$ cat config.mk
export PLATFORM = sky130hd
export DESIGN_NAME = id_hazard_ctrl_flat
export DESIGN_NICKNAME = d
export VERILOG_FILES = /design/src/rtl/pipe_pkg.sv /design/src/rtl/id_hazard_ctrl_if.sv /design/src/rtl/hazard_slot_cmp.sv /design/src/rtl/id_hazard_ctrl.sv /design/src/flat_wrapper.sv
export SDC_FILE = /design/constraint.sdc
export NUM_CORES = 1
export LEC_CHECK = 0
export CAP_MARGIN = 10
export CORE_MARGIN = 5
export CORE_UTILIZATION = 35
export DETAILED_ROUTE_END_ITERATION = 8
export HOLD_SLACK_MARGIN = 0.12
export SKIP_LAST_GASP = 1
export SYNTH_ARGS = -nofsm -noshare
export SYNTH_HDL_FRONTEND = slang
export SYNTH_SLANG_ARGS = --single-unit
$ cat constraint.sdc
create_clock -name CLK -period 2.7 [get_ports CLK]
set_input_delay 0.54 -clock CLK [delete_from_list [all_inputs] [get_ports CLK]]
set_output_delay 0.54 -clock CLK [all_outputs]
set_load 0.005 [all_outputs]
$ cat src/rtl/pipe_pkg.sv
// Shared types for the ID-stage hazard/sequencing controller.
//   state_t : sequencer states (RUN, DRAIN, ISSUE, RELEASE)
//   slot_t  : one in-flight destination tracker entry {v, dst, load}
//   REG_ZERO: register $0, which never creates a dependency
//   src_hit : one source operand against one slot
package pipe_pkg;

   typedef enum logic [1:0] {
      RUN     = 2'd0,
      DRAIN   = 2'd1,
      ISSUE   = 2'd2,
      RELEASE = 2'd3
   } state_t;

   typedef struct packed {
      logic       v;
      logic [4:0] dst;
      logic       load;
   } slot_t;

   localparam logic [4:0] REG_ZERO = 5'd0;

   function automatic logic src_hit(input logic uses, input logic [4:0] r, input slot_t s);
      return uses && s.v && (r != REG_ZERO) && (r == s.dst);
   endfunction

endpackage

$ cat src/rtl/id_hazard_ctrl_if.sv
// ID-stage bundle between the decode stage and the hazard controller.
//   ID_* : description of the instruction currently held in ID
//   FREEZE_IF / BUBBLE_ID / FLUSH_IF : pipeline steering back to IF and ID
//   SYS  : one-cycle syscall strobe to the simulator
//   BUSY : sequencer is outside RUN
// master = decode side (drives ID_*), slave = controller.
interface id_hazard_ctrl_if;
   logic       ID_Valid;
   logic [4:0] ID_RegA;
   logic [4:0] ID_RegB;
   logic       ID_UsesA;
   logic       ID_UsesB;
   logic [4:0] ID_WriteReg;
   logic       ID_RegWrite;
   logic       ID_MemRead;
   logic       ID_Syscall;
   logic       ID_Mispredict;
   logic       FREEZE_IF;
   logic       BUBBLE_ID;
   logic       FLUSH_IF;
   logic       SYS;
   logic       BUSY;

   modport master (
      output ID_Valid, ID_RegA, ID_RegB, ID_UsesA, ID_UsesB, ID_WriteReg,
             ID_RegWrite, ID_MemRead, ID_Syscall, ID_Mispredict,
      input  FREEZE_IF, BUBBLE_ID, FLUSH_IF, SYS, BUSY
   );

   modport slave (
      input  ID_Valid, ID_RegA, ID_RegB, ID_UsesA, ID_UsesB, ID_WriteReg,
             ID_RegWrite, ID_MemRead, ID_Syscall, ID_Mispredict,
      output FREEZE_IF, BUBBLE_ID, FLUSH_IF, SYS, BUSY
   );
endinterface

$ cat src/rtl/hazard_slot_cmp.sv
// Compares one tracker slot against the two ID source registers.
//   slot      : tracked in-flight destination
//   reg_a/b   : ID source registers, uses_a/b say whether each is consumed
//   load_only : only a load in this slot counts (bypass covers the rest)
//   match     : read-after-write dependency on this slot
module hazard_slot_cmp
   import pipe_pkg::*;
(
   input  slot_t      slot,
   input  logic [4:0] reg_a,
   input  logic [4:0] reg_b,
   input  logic       uses_a,
   input  logic       uses_b,
   input  logic       load_only,
   output logic       match
);

   logic hit;

   assign hit   = src_hit(uses_a, reg_a, slot) | src_hit(uses_b, reg_b, slot);
   assign match = hit & (~load_only | slot.load);

endmodule

$ cat src/rtl/id_hazard_ctrl.sv
// ID-stage hazard and syscall sequencing controller.
//   CLK, RESET (async, active-low)
//   bus (slave): ID_* instruction description in; FREEZE_IF, BUBBLE_ID and
//   FLUSH_IF combinational out; SYS and BUSY registered out.
// Parameters: HAS_FORWARDING (1: only load-use stalls), DRAIN_CYCLES (1..7).
//
// state   | meaning
// RUN     | normal flow; stall on RAW hazard, start syscall drain, flush on mispredict
// DRAIN   | bubbling ID while older instructions retire, cnt counting down
// ISSUE   | SYS strobe (suppressed for LL/SC), ID still held
// RELEASE | syscall leaves ID once, then back to RUN
module id_hazard_ctrl
   import pipe_pkg::*;
#(
   parameter int HAS_FORWARDING = 1,
   parameter int DRAIN_CYCLES   = 3
) (
   input logic             CLK,
   input logic             RESET,
   id_hazard_ctrl_if.slave bus
);

   localparam logic [2:0] DRAIN_LD   = 3'(DRAIN_CYCLES);
   localparam logic       FWD_LOADS  = (HAS_FORWARDING != 0);

   state_t     state;
   logic [2:0] cnt;
   logic       sys_q;
   logic       busy_q;
   slot_t      s0, s1, s2;
   slot_t      s0_nxt;
   logic       m0, m1, m2;
   logic       hazard;
   logic       start_sys;
   logic       freeze_c, bubble_c, flush_c;

   hazard_slot_cmp u_cmp_exe (
      .slot(s0), .reg_a(bus.ID_RegA), .reg_b(bus.ID_RegB),
      .uses_a(bus.ID_UsesA), .uses_b(bus.ID_UsesB),
      .load_only(FWD_LOADS), .match(m0)
   );

   hazard_slot_cmp u_cmp_mem (
      .slot(s1), .reg_a(bus.ID_RegA), .reg_b(bus.ID_RegB),
      .uses_a(bus.ID_UsesA), .uses_b(bus.ID_UsesB),
      .load_only(1'b0), .match(m1)
   );

   hazard_slot_cmp u_cmp_wb (
      .slot(s2), .reg_a(bus.ID_RegA), .reg_b(bus.ID_RegB),
      .uses_a(bus.ID_UsesA), .uses_b(bus.ID_UsesB),
      .load_only(1'b0), .match(m2)
   );

   // With bypass only the EXE-stage load matters; without it, any pending write.
   always_comb begin
      hazard = 1'b0;
      if (FWD_LOADS) hazard = bus.ID_Valid & m0;
      else           hazard = bus.ID_Valid & (m0 | m1 | m2);
   end

   assign start_sys = bus.ID_Valid & bus.ID_Syscall & ~hazard;

   // Steering outputs are forced low while RESET is held so the pipeline
   // sees a clean idle controller regardless of what ID presents.
   always_comb begin
      freeze_c = 1'b0;
      bubble_c = 1'b0;
      flush_c  = 1'b0;
      if (RESET) begin
         case (state)
            RUN: begin
               if (hazard || start_sys) begin
                  freeze_c = 1'b1;
                  bubble_c = 1'b1;
               end else if (bus.ID_Valid && bus.ID_Mispredict) begin
                  flush_c = 1'b1;
               end
            end
            DRAIN, ISSUE: begin
               freeze_c = 1'b1;
               bubble_c = 1'b1;
            end
            default: ;
         endcase
      end
   end

   assign bus.FREEZE_IF = freeze_c;
   assign bus.BUBBLE_ID = bubble_c;
   assign bus.FLUSH_IF  = flush_c;
   assign bus.SYS       = sys_q;
   assign bus.BUSY      = busy_q;

   always_comb begin
      s0_nxt = '0;
      if (bus.ID_Valid && bus.ID_RegWrite && (bus.ID_WriteReg != REG_ZERO) && !bubble_c)
         s0_nxt = '{v: 1'b1, dst: bus.ID_WriteReg, load: bus.ID_MemRead};
   end

   // Downstream stages never stall, so the tracker shifts every cycle.
   always_ff @(posedge CLK or negedge RESET) begin
      if (!RESET) begin
         s0 <= '0;
         s1 <= '0;
         s2 <= '0;
      end else begin
         s0 <= s0_nxt;
         s1 <= s0;
         s2 <= s1;
      end
   end

   always_ff @(posedge CLK or negedge RESET) begin
      if (!RESET) begin
         state  <= RUN;
         cnt    <= 3'd0;
         sys_q  <= 1'b0;
         busy_q <= 1'b0;
      end else begin
         sys_q <= 1'b0;
         case (state)
            RUN: begin
               if (start_sys) begin
                  cnt    <= DRAIN_LD;
                  busy_q <= 1'b1;
                  if (DRAIN_CYCLES <= 1) begin
                     state <= ISSUE;
                     sys_q <= ~bus.ID_MemRead;
                  end else begin
                     state <= DRAIN;
                  end
               end else begin
                  busy_q <= 1'b0;
               end
            end
            DRAIN: begin
               // Leave as the count reaches 1: DRAIN_CYCLES-1 drain cycles.
               cnt <= cnt - 3'd1;
               if (cnt <= 3'd2) begin
                  state <= ISSUE;
                  sys_q <= ~bus.ID_MemRead;
               end
            end
            ISSUE: begin
               state <= RELEASE;
               cnt   <= 3'd0;
            end
            RELEASE: begin
               state  <= RUN;
               busy_q <= 1'b0;
            end
            default: begin
               state  <= RUN;
               busy_q <= 1'b0;
            end
         endcase
      end
   end

endmodule

$ cat src/flat_wrapper.sv
// flat-port wrapper written by rule: the top's interface ports become plain ports
module id_hazard_ctrl_flat import pipe_pkg::*;
#(
   parameter int HAS_FORWARDING = 1,
   parameter int DRAIN_CYCLES   = 3
)
  (CLK, RESET, bus_ID_Valid, bus_ID_RegA, bus_ID_RegB, bus_ID_UsesA, bus_ID_UsesB, bus_ID_WriteReg, bus_ID_RegWrite, bus_ID_MemRead, bus_ID_Syscall, bus_ID_Mispredict, bus_FREEZE_IF, bus_BUBBLE_ID, bus_FLUSH_IF, bus_SYS, bus_BUSY);
  id_hazard_ctrl_if bus_i ();
  input logic CLK;
  input logic RESET;
  input wire logic [$bits(bus_i.ID_Valid)-1:0] bus_ID_Valid;
  input wire logic [$bits(bus_i.ID_RegA)-1:0] bus_ID_RegA;
  input wire logic [$bits(bus_i.ID_RegB)-1:0] bus_ID_RegB;
  input wire logic [$bits(bus_i.ID_UsesA)-1:0] bus_ID_UsesA;
  input wire logic [$bits(bus_i.ID_UsesB)-1:0] bus_ID_UsesB;
  input wire logic [$bits(bus_i.ID_WriteReg)-1:0] bus_ID_WriteReg;
  input wire logic [$bits(bus_i.ID_RegWrite)-1:0] bus_ID_RegWrite;
  input wire logic [$bits(bus_i.ID_MemRead)-1:0] bus_ID_MemRead;
  input wire logic [$bits(bus_i.ID_Syscall)-1:0] bus_ID_Syscall;
  input wire logic [$bits(bus_i.ID_Mispredict)-1:0] bus_ID_Mispredict;
  output wire logic [$bits(bus_i.FREEZE_IF)-1:0] bus_FREEZE_IF;
  output wire logic [$bits(bus_i.BUBBLE_ID)-1:0] bus_BUBBLE_ID;
  output wire logic [$bits(bus_i.FLUSH_IF)-1:0] bus_FLUSH_IF;
  output wire logic [$bits(bus_i.SYS)-1:0] bus_SYS;
  output wire logic [$bits(bus_i.BUSY)-1:0] bus_BUSY;
  assign bus_i.ID_Valid = bus_ID_Valid;
  assign bus_i.ID_RegA = bus_ID_RegA;
  assign bus_i.ID_RegB = bus_ID_RegB;
  assign bus_i.ID_UsesA = bus_ID_UsesA;
  assign bus_i.ID_UsesB = bus_ID_UsesB;
  assign bus_i.ID_WriteReg = bus_ID_WriteReg;
  assign bus_i.ID_RegWrite = bus_ID_RegWrite;
  assign bus_i.ID_MemRead = bus_ID_MemRead;
  assign bus_i.ID_Syscall = bus_ID_Syscall;
  assign bus_i.ID_Mispredict = bus_ID_Mispredict;
  assign bus_FREEZE_IF = bus_i.FREEZE_IF;
  assign bus_BUBBLE_ID = bus_i.BUBBLE_ID;
  assign bus_FLUSH_IF = bus_i.FLUSH_IF;
  assign bus_SYS = bus_i.SYS;
  assign bus_BUSY = bus_i.BUSY;
  id_hazard_ctrl #(.HAS_FORWARDING(HAS_FORWARDING), .DRAIN_CYCLES(DRAIN_CYCLES)) u_core (.CLK(CLK), .RESET(RESET), .bus(bus_i));
endmodule
==> results of run 1 <==
-- worst max path at each step --
| stage | depth (start not counted) | startpoint | endpoint |
|---|---|---|---|
| floorplan | 6 | bus_ID_RegA[0] | bus_FREEZE_IF |
| global placement | 7 | bus_ID_RegA[3] | bus_FREEZE_IF |
| global route | 7 | bus_ID_RegB[3] | bus_FLUSH_IF |
| CTS | 9 | bus_ID_RegB[0] | bus_BUBBLE_ID |
| finish | 7 | bus_ID_RegA[1] | bus_FREEZE_IF |
| detailed placement | 7 | bus_ID_RegA[3] | bus_BUBBLE_ID |
-- logic make-up after synthesis --
kind of cell,after synthesis
compound gates,26
simple gates,43
flops,14
buf+inv,11
xor+xnor,8
mux,2
fa+ha+maj,8
-- metrics by stage --
step / setup WS [ps] / TNS, ps
after floorplan: 459 / 0
after global placement: -333 / -943
after detailed placement: -378 / -1020
after CTS: 5.50 / 0
after global routing: 24.4 / 0
final: 131 / 0
-- critical path: stages --
cell           delay (ps)
dlygate4sd2_1         250
nor4_1                250
nor2_1                100
o211a_4               260
o311ai_2              240
nand2_1               110
dlygate4sd2_1         280
-- layout make-up --
type	instances	area, µm²
clock buffer	4	36.3
fill	288	1420
inverter	8	30.0
multi-input combinational	87	736
sequential	14	350
tap	33	41.3
timing repair buffer	44	385
-- power groups by stage --
stage | Combinational (µW) | Clock [µW] | Sequential, µW
finish | 654 | 160 | 349
global route | 738 | 177 | 361
CTS | 665 | 164 | 349
detailed placement | 649 | 0 | 346
global placement | 639 | 0 | 344
floorplan | 438 | 0 | 331
-- flip-flops by register name, indices dropped and copies added (netlist names) --
register	count
u_core.bus.BUSY	1
u_core.bus.SYS	1
u_core.s0	7
u_core.cnt	3
u_core.state	2
-- cell usage after synthesis --
| library cell | number | area [µm²] |
|---|---|---|
| o41ai_4 | 1 | 27.5 |
| o211ai_1 | 3 | 22.5 |
| dfrtp_1 | 14 | 350 |
| nand3_1 | 3 | 15.0 |
| a21oi_1 | 4 | 20.0 |
| nand3b_1 | 3 | 22.5 |
| a211oi_1 | 1 | 7.51 |
| and2_2 | 1 | 7.51 |
| o21ai_0 | 2 | 10.0 |
| buf_4 | 1 | 7.51 |
| nor4_2 | 1 | 12.5 |
| a21boi_0 | 7 | 52.6 |
| ha_1 | 8 | 100 |
| nor4_4 | 1 | 21.3 |
| nand2_1 | 9 | 33.8 |
| o221ai_1 | 1 | 8.76 |
| o211a_4 | 2 | 35.0 |
| nor2b_1 | 3 | 18.8 |
| clkbuf_1 | 2 | 7.51 |
| nor3_1 | 6 | 30.0 |
| a21bo_2 | 1 | 10.0 |
| nand3_2 | 1 | 10.0 |
| o31ai_1 | 1 | 7.51 |
| nor2_1 | 8 | 30.0 |
| mux2_2 | 2 | 22.5 |
| nor4b_1 | 1 | 8.76 |
| a211oi_2 | 1 | 12.5 |
| and4b_1 | 1 | 10.0 |
| o311ai_0 | 1 | 8.76 |
| inv_1 | 8 | 30.0 |
| xor2_1 | 8 | 70.1 |
| or4_1 | 2 | 15.0 |
| o41ai_1 | 1 | 8.76 |
| nand4_1 | 1 | 6.26 |
| nor4_1 | 2 | 12.5 |
-- what timing repair did --
item,4_1_cts,5_1_grt
pin swaps,10,9
resized for setup,22,4
buffers inserted,2,0
setup endpoints to repair,3,3
-- layer usage --
metal	wire [µm]	global-route usage, %	share of wire, %
met1	1200	18.5	43
met2	1390	23.6	50
met3	166	3.25	6.0
met4	14	3.89	0.50
met5	0	0	0
==> results_dict.tcl, run 1 <==
set metrics [dict create \
    outcome "complete, no violations" \
    syn_area_mm2 0.00107 \
    ys_types 35 \
    hp-start "u_core.cnt[2]$_DFFE_PN0P_" \
    dp_hpwl_um 2230 \
    start_util_pct 35.8 \
    core_area_mm2 0.00300 \
    cts_buffers 3 \
    die-area_mm2 0.00427 \
    io_pins 29 \
    pwr-share-clk_pct 13.8 \
    syn_inst 112 \
    holdPathEnd "u_core.bus.SYS$_DFF_PN0_" \
    dieHeight_um 65.4 \
    wl_per_cell_um 14.6 \
    grt_pass1_wl_um 4740 \
    port_buffers 28 \
    r2r-start "u_core.state[1]$_DFFE_PN0P_" \
    synthAdderAreaFrac_pct 9.32 \
    ys_seq_area_share_pct 32.6 \
    drt_iter0_markers 32 \
    holdWs_ps 493 \
    slew_viol_final 0 \
    critPathLaunchType "input port" \
    cp_max_fo 2 \
    grtUsageTotal_pct 14.2 \
    required_ps 2160 \
    holdPathStages 1 \
    worstPathArrival_ps 2030 \
    cts_tree "yes" \
    p_switching_uw 493 \
    final_cell_mix "clkdlybuf4s50_1 (16), buf_4 (16), dfrtp_1 (14), nand2_1 (9), dlygate4sd2_1 (9)" \
    drive_gt1_share_pct 24.8 \
    cts.path.max_buffers 2 \
    drv_cap 0 \
    avgSynthCellArea_um2 9.59 \
    timing_hold_violations_final 0 \
    critical_path_class "input port to output pin" \
    synth-simple-area-share_pct 23.7 \
    vias 990 \
    yosysWarnings 0 \
    synth-seq-cells 14 \
    seqPwrFrac_pct 30.0 \
    p_comb_share_pct 56.3 \
    cts.sinks 14 \
    grt_pass1_vias 1034 \
    final_core_util_pct 52.6 \
    syn_nets 144 \
    rsz0062_at_grt "false" \
    fin_nets 190 \
    clock.fmax_mhz 389 \
    synthMuxAreaShare_pct 2.10 \
    dp_cells 185 \
    htree_levels 1 \
    wirelength_um 2770 \
    irDropWorstVdd_uv 433 \
    finalInstanceArea_mm2 0.00158 \
    min_period_over_period_pct 95.2 \
    postRouteAntennaNets 0 \
    viasPerCell 5.21 \
    p_per_area_mw_per_mm2 737 \
    synth_top_family_by_area "simple AND/OR/NAND/NOR gates" \
    p_leak_uw 0.000713 \
    synth-compound-area-share_pct 21.6 \
    finalSetupViolCount 0 \
    rrSetupSlack_ps 620 \
    r2r_cells 6 \
    routabilityCongestion 0.808 \
    insertion_delay_ps 290 \
    sw_frac_of_total_pct 42.4 \
    drt_first_pass_iters 4 \
    p_int_uw 670 \
    drcViolationCount 0 \
    layout_min_cycle_time_ps 2570 \
    die_x_um 65.4 \
    synthXorXnorAreaFrac_pct 6.53 \
    cts_root_buf "clkbuf_4" \
    row_count 20 \
    power.total_uw 1160 \
    cp-end-kind "output pin" \
    worstReg2RegEnd "u_core.state[1]$_DFFE_PN0P_" \
    slew_headroom_pct 57.2 \
    area_growth_pct 47.1 \
    instances_no_fill 190 \
    hp-class "register to register" \
    grt_start_max_net_pins 15 \
    grt-ovfl-total 0 \
    clk_pin_slew_worst_paths_ps 90 \
    skew_ps 6.20 \
    tightest_slew_ps 636 \
    placed_area_mm2 0.00149 \
    cts_hold_buf 0 \
    antenna_found_initial 0 \
    diodes 0 \
]
Power figures use the tool's default switching activity.
==> inputs of run 2 (changes only) <==
CAP_MARGIN = 20   (was 10)
==> results of run 2 <==
The final DEF is identical to that of run 1; final timing and power are the same.
